**src/rtl/reg_read_stage.sv**
```systemverilog
// Register-read stage: one independent lane per functional unit. Captures an issued
// micro-op (S1), resolves both operands from bypass/register file, presents a registered bundle (S2).
module reg_read_stage #(
  parameter int NUM_FUS   = 4,
  parameter int NUM_PREGS = 64,
  parameter int PREG_W    = $clog2(NUM_PREGS),
  parameter int ROB_W     = 5,
  parameter int OP_W      = 8
) (
  input  logic              clk,
  input  logic              rst,
  input  logic              flush,
  input  logic              iss_valid     [NUM_FUS],
  output logic              iss_ready     [NUM_FUS],
  input  logic [PREG_W-1:0] iss_src1_preg [NUM_FUS],
  input  logic [PREG_W-1:0] iss_src2_preg [NUM_FUS],
  input  logic [PREG_W-1:0] iss_dst_preg  [NUM_FUS],
  input  logic [ROB_W-1:0]  iss_rob_idx   [NUM_FUS],
  input  logic [OP_W-1:0]   iss_op        [NUM_FUS],
  input  logic [31:0]       iss_imm       [NUM_FUS],
  input  logic              iss_use_imm   [NUM_FUS],
  output logic [PREG_W-1:0] prf_src1_reg  [NUM_FUS],
  output logic [PREG_W-1:0] prf_src2_reg  [NUM_FUS],
  input  logic [31:0]       prf_src1_val  [NUM_FUS],
  input  logic [31:0]       prf_src2_val  [NUM_FUS],
  input  logic              wb_valid      [NUM_FUS],
  input  logic [PREG_W-1:0] wb_dst_preg   [NUM_FUS],
  input  logic [31:0]       wb_val        [NUM_FUS],
  output logic              ex_valid      [NUM_FUS],
  input  logic              ex_ready      [NUM_FUS],
  output logic [OP_W-1:0]   ex_op         [NUM_FUS],
  output logic [31:0]       ex_src1_val   [NUM_FUS],
  output logic [31:0]       ex_src2_val   [NUM_FUS],
  output logic [PREG_W-1:0] ex_dst_preg   [NUM_FUS],
  output logic [ROB_W-1:0]  ex_rob_idx    [NUM_FUS]
);

  // Handshakes (issue and ex): a transfer happens at a rising edge where valid && ready;
  // valid never depends on ready, and ex_* holds bit-exact while valid && !ready.

  logic              s1_valid   [NUM_FUS];
  logic [PREG_W-1:0] s1_src1    [NUM_FUS];
  logic [PREG_W-1:0] s1_src2    [NUM_FUS];
  logic [PREG_W-1:0] s1_dst     [NUM_FUS];
  logic [ROB_W-1:0]  s1_rob     [NUM_FUS];
  logic [OP_W-1:0]   s1_op      [NUM_FUS];
  logic [31:0]       s1_imm     [NUM_FUS];
  logic              s1_use_imm [NUM_FUS];

  logic              s2_free    [NUM_FUS];
  logic [31:0]       op1        [NUM_FUS];
  logic [31:0]       op2        [NUM_FUS];

  always_comb begin
    for (int i = 0; i < NUM_FUS; i++) begin
      s2_free[i]      = !ex_valid[i] || ex_ready[i];
      iss_ready[i]    = !flush && (!s1_valid[i] || s2_free[i]);
      prf_src1_reg[i] = s1_valid[i] ? s1_src1[i] : '0;
      prf_src2_reg[i] = s1_valid[i] ? s1_src2[i] : '0;

      // Walk writeback lanes high to low so the lowest matching lane overrides last.
      op1[i] = prf_src1_val[i];
      op2[i] = prf_src2_val[i];
      for (int j = NUM_FUS - 1; j >= 0; j--) begin
        if (wb_valid[j] && (wb_dst_preg[j] == s1_src1[i])) op1[i] = wb_val[j];
        if (wb_valid[j] && (wb_dst_preg[j] == s1_src2[i])) op2[i] = wb_val[j];
      end
      if (s1_src1[i] == '0) op1[i] = '0;
      if (s1_src2[i] == '0) op2[i] = '0;
      if (s1_use_imm[i])    op2[i] = s1_imm[i];
    end
  end

  always_ff @(posedge clk) begin
    for (int i = 0; i < NUM_FUS; i++) begin
      if (rst) begin
        s1_valid[i]    <= 1'b0;
        s1_src1[i]     <= '0;
        s1_src2[i]     <= '0;
        s1_dst[i]      <= '0;
        s1_rob[i]      <= '0;
        s1_op[i]       <= '0;
        s1_imm[i]      <= '0;
        s1_use_imm[i]  <= 1'b0;
        ex_valid[i]    <= 1'b0;
        ex_op[i]       <= '0;
        ex_src1_val[i] <= '0;
        ex_src2_val[i] <= '0;
        ex_dst_preg[i] <= '0;
        ex_rob_idx[i]  <= '0;
      end else if (flush) begin
        s1_valid[i] <= 1'b0;
        ex_valid[i] <= 1'b0;
      end else begin
        if (s2_free[i]) begin
          ex_valid[i] <= s1_valid[i];
          if (s1_valid[i]) begin
            ex_op[i]       <= s1_op[i];
            ex_src1_val[i] <= op1[i];
            ex_src2_val[i] <= op2[i];
            ex_dst_preg[i] <= s1_dst[i];
            ex_rob_idx[i]  <= s1_rob[i];
          end
        end

        if (iss_valid[i] && iss_ready[i]) begin
          s1_valid[i]   <= 1'b1;
          s1_src1[i]    <= iss_src1_preg[i];
          s1_src2[i]    <= iss_src2_preg[i];
          s1_dst[i]     <= iss_dst_preg[i];
          s1_rob[i]     <= iss_rob_idx[i];
          s1_op[i]      <= iss_op[i];
          s1_imm[i]     <= iss_imm[i];
          s1_use_imm[i] <= iss_use_imm[i];
        end else if (s1_valid[i] && s2_free[i]) begin
          s1_valid[i] <= 1'b0;
        end
      end
    end
  end

endmodule
```
**config.mk**
```make
export PLATFORM = sky130hd
export DESIGN_NAME = reg_read_stage
export DESIGN_NICKNAME = d
export VERILOG_FILES = /design/src/rtl/reg_read_stage.sv
export SDC_FILE = /design/constraint.sdc
export NUM_CORES = 2
export LEC_CHECK = 0
export CAP_MARGIN = 20
export CELL_PAD_IN_SITES_DETAIL_PLACEMENT = 1
export CELL_PAD_IN_SITES_GLOBAL_PLACEMENT = 2
export CORE_AREA = 2 2 410 412
export DETAILED_ROUTE_END_ITERATION = 12
export DIE_AREA = 0 0 412 414
export DONT_BUFFER_PORTS = 1
export PLACE_DENSITY_LB_ADDON = 0.1
export SLEW_MARGIN = 10
export SYNTH_ARGS = -nofsm -noshare
export SYNTH_HDL_FRONTEND = slang
export SYNTH_SLANG_ARGS = --single-unit
```
**constraint.sdc**
```tcl
create_clock -name clk -period 10.7 [get_ports clk]
set_input_delay 2.675 -clock clk [delete_from_list [all_inputs] [get_ports clk]]
set_output_delay 2.675 -clock clk [all_outputs]
set_load 0.05 [all_outputs]
```
==> results.md <==
- The flow ran to the end, but the final reports show violations.
- The final reports fail on max-slew violations.
- The die outline width is 412 um.
- The sum of net half-perimeters after detailed placement is 177,000 um.
- In the synthesized netlist the async set-or-reset flop fraction comes to 0%.
- The power per standard cell area is roughly 160 mW/mm^2.
- The maximum VDD drop is 0.126 mV.
- STA classifies the critical path endpoint as an output pin.
- The required time reported for the critical path endpoint is 8030 ps.
- The maximum clock rate is roughly 160 MHz.
- The delay of the slowest critical-path stage is roughly 930 ps.
- For this design the total switching power over the nets is 2.07 mW.
- The detailed-route DRC error count is 0.
- Ranked by total cell area, the synthesized netlist is headed by sky130_fd_sc_hd__edfxtp_1 22%, sky130_fd_sc_hd__dfxtp_1 19%, sky130_fd_sc_hd__nand2_1 9.0%, sky130_fd_sc_hd__and2_1 5.3%, sky130_fd_sc_hd__a211o_1 5.1%.
- Along the worst path, the maximum fanout reaches 4.
- After floorplanning, the core was divided into 150 placement rows.
- From synthesis to final layout, the design area changed by 12.0%.
- The maximum buffer depth of the clock tree is 3.
- The worst slack after detailed placement is 4340 ps.
- For this configuration, the core starts out at a cell density of a little over a fifth.
- Global routing used 29.5% of the available tracks.
- The final-report max-slew violation count is 71.
- The layout cell share with drive strength beyond 1 is 7.56%.
- The relative slew slack is -10.9%.
- Dividing the final minimum period by the clock period gives between 50% and 60%.
- The number of top-level pins is 1,067.
- By startpoint and endpoint, the worst setup path is classified as in -> out.
- The cell sitting at the root of the clock tree is a sky130_fd_sc_hd__clkbuf_16.
- The count of max-cap constraint violations is 0.
- The area of the mapped netlist is 0.0361 mm^2.
- The number of sinks handled by clock tree synthesis is 596.
- The analysis attributes to cell leakage a power of 13.9 nW.
- The wire length per cell after detailed routing is 41.6 um.
- The detail route stage leaves a number of antenna-violating nets equal to 0.
- The filler cells instantiated in the layout total 19,400.
- The most used flip-flop cell after synthesis is sky130_fd_sc_hd__dfxtp_1.
- Across all hold checks on the routed design, the worst slack comes to slightly below 500 ps.
- Setup repair after global routing left no endpoint under its margin.
- At the end of the flow the core is filled with cells to 24.3%.
- The number of global-route vias before repair came to 34,700.
- The count of cell types in the netlist is 45.
- The measured slew at the worst slew-check pin is between 1500 and 2000 ps.
- The cell accounting for the most synthesized area is sky130_fd_sc_hd__edfxtp_1.
- Clock-pin slew was measured on the worst setup and hold paths at 60 ps.
- The global-route wire length before repair is 344,000 um.
- Sequential cells were found to cover 40.3% of the synthesized design area.
- The total of cells resized after clock tree synthesis is 0.
- The slack of the critical path is 4350 ps.
- In this run switching power makes up 31.6% of total power.
- The net count of the mapped netlist is 5,011.
- The total die area is 0.171 mm^2.
- The number of warnings printed during yosys synthesis is 0.
- The final weighted congestion in routability-driven placement is between 0.7 and 0.8.
- The signal on the critical path passes through nor2b_1 > a21oi_1.
- The synthesized design contains 260 enable-type register cells.
- The CTS tree is done.
- The synthesized area divided by synthesized cell count is about 8.3 um^2.
- In this run, the combinational gates consume 10.7% of the power.
- Entering global routing, the biggest net connects 340 pins.
- The number of DRC violations after detailed-routing iteration 0 is 2,638.
- The number of hold-repair buffers added at the cts stage is 0.
- The first detailed-routing pass took 5 iterations.
- The critical path buffer and inverter count is 0.
- The via count of the routed design is 35,000.
- The die extent in y is 414 um.
- The aggregate routed wire length is 261,000 um.
- The count of endpoints failing hold in the final timing report is 0.
- For this run, the post-layout net count is 4,624.
- The cell type group with the largest total delay on the critical path is compound AO/OA/AOI/OAI gates.
- After clock tree synthesis, the setup repair step added 0 buffers.
- During placement, the flow inserted port buffers numbering 0.
- The largest individual stage delay along the critical path comes from the cell sky130_fd_sc_hd__a21oi_1.
- The initial antenna violation count was about 160.
- The fraction of power consumed by sequential logic is 43.0%.
- The internal portion of the total power is approximately 4.5 mW.
- In this run the number of H-tree levels came out at 3.
- The final-report setup violation count is 0.
- The core area is 0.166 mm^2.
- STA classifies the critical path startpoint as an input pin.
- The largest clock skew in the final design is 62.4 ps.
- The share of total power dissipated in the clock network is 46.4%.
- The post-route minimum period is 6350 ps.
- At the later pin of the worst-skew pair, clock insertion delay measures 730 ps.
- The number of cells produced by synthesis is approximately 4,300.
- Counting the buffers created by CTS gives between 80 and 90.
- After synthesis, the largest area contributor takes up a little over a fifth of total cell area.
- Data arrives at the worst endpoint at approximately 3700 ps.
- Adding up every negative setup slack in the final design gives 0 ps.
- The classification of the worst-slack hold path is reg -> reg.
- After synthesis the netlist holds a flip-flop and latch count of between 500 and 600.
- The total overflow left after global routing is 0.
- In the routed layout, each cell is associated on average with a via count of ~5.6.
[power by group through the flow]
stage                     combinational (mW)  sequential, mW  clock (mW)
after floorplan                        0.585            2.76           0
after global placement                 0.700            2.87           0
after detailed placement               0.706            2.87           0
after CTS                              0.708            2.82        3.12
after global routing                   0.759            2.83        3.19
final                                  0.700            2.82        3.04
[stage by stage]
step / instance area [um^2] / power (mW) / instances
after floorplan: 36100 / 3.35 / 4332
after global placement: 37300 / 3.57 / 6057
after detailed placement: 37300 / 3.57 / 6058
after CTS: 40200 / 6.65 / 6224
after global routing: 40300 / 6.77 / 6265
final: 40400 / 6.56 / 6291
[per-layer routing]
metal	GRT usage (%)	part of all wire [%]	vias to the layer above
met5	0	0.25	-
met4	8.96	3.0	106
met3	10.4	9.0	421
met2	49.5	48	1461
met1	35.0	40	18200
li1	-	-	14800
[area by class of cell]
class | count | area, um^2 | share of cell area (%)
multi-input cells | 3188 | 19500 | 48.3
flip-flops and latches | 596 | 14500 | 36.0
well taps | 2204 | 2760 | 6.82
clock buffers | 141 | 2560 | 6.34
repair buffers | 71 | 533 | 1.32
clock inverters | 25 | 343 | 0.848
diodes | 66 | 165 | 0.409
[cell usage in the layout, fill, tap and decap left out, types with 7 or more instances in the layout]
master and instances:
sky130_fd_sc_hd__or4_4 15, sky130_fd_sc_hd__and2_1 304, sky130_fd_sc_hd__a21oi_4 8, sky130_fd_sc_hd__edfxtp_1 260, sky130_fd_sc_hd__mux2i_1 80, sky130_fd_sc_hd__a311o_1 176
sky130_fd_sc_hd__buf_4 69, sky130_fd_sc_hd__nand4_1 31, sky130_fd_sc_hd__a41oi_1 131, sky130_fd_sc_hd__a221oi_2 48, sky130_fd_sc_hd__clkbuf_16 88, sky130_fd_sc_hd__nor2_1 397
sky130_fd_sc_hd__xnor2_1 97, sky130_fd_sc_hd__clkinv_2 7, sky130_fd_sc_hd__diode_2 66, sky130_fd_sc_hd__a21oi_1 301, sky130_fd_sc_hd__a221oi_1 109, sky130_fd_sc_hd__clkbuf_8 16
sky130_fd_sc_hd__dfxtp_1 336, sky130_fd_sc_hd__clkbuf_1 38, sky130_fd_sc_hd__xor2_1 95, sky130_fd_sc_hd__nor4_1 8, sky130_fd_sc_hd__o21ai_0 258, sky130_fd_sc_hd__nor4_4 10
sky130_fd_sc_hd__nand2_1 866, sky130_fd_sc_hd__a211o_1 208
[cells by family after synthesis]
logic type / after synthesis / synth area share [%]
buffers and inverters: 548 / 6.45
xor gates and xnor gates: 192 / 4.66
and+or+nand+nor: 1665 / 20.5
DFF: 596 / 40.3
AOI/OAI and AO/OA: 1251 / 25.9
muxes: 80 / 2.22
[registers in the layout, indices dropped and copies added (netlist names), 32 cells and up]
| register | count |
|---|---|
| s1_imm | 128 |
| ex_op | 32 |
| ex_src1_val | 128 |
| s1_op | 32 |
| ex_src2_val | 128 |
[path summary, 6_finish.rpt]
path | cells past startpoint | to | slack, ps | from
max | 2 | iss_ready[1] | 4350 | ex_ready[1]
min | 2 | ex_op[26] | 490 | s1_op[0][2]
max reg2reg | 7 | s1_dst[2][2] | 6860 | ex_valid[1]
min reg2reg | 2 | ex_op[26] | 490 | s1_op[0][2]
[worst register-to-register path, cell delays in order (launching register included)]
cell and delay [ps]:
sky130_fd_sc_hd__dfxtp_1 510, sky130_fd_sc_hd__nor2b_1 290, sky130_fd_sc_hd__a21oi_1 940, sky130_fd_sc_hd__clkbuf_1 160, sky130_fd_sc_hd__nand2_1 200, sky130_fd_sc_hd__nor2_4 820, sky130_fd_sc_hd__buf_4 550, sky130_fd_sc_hd__and2_1 240
[synth_stat cells (all sizes together) (3+ instances only)]
cell / instances
xor2: 95
buf: 181
nor3: 6
a41oi: 131
and4: 4
nor2b: 4
a21oi: 309
nand4: 31
nor4: 18
and2: 304
clkbuf: 367
nor2: 400
a221oi: 157
nand2: 866
a311o: 176
or3b: 4
nor3b: 4
dfxtp: 336
nand3: 3
edfxtp: 260
a21o: 5
o21ai: 259
mux2i: 80
a211o: 208
o21a: 4
or4: 15
xnor2: 97
(Power assumes the default switching activity.)
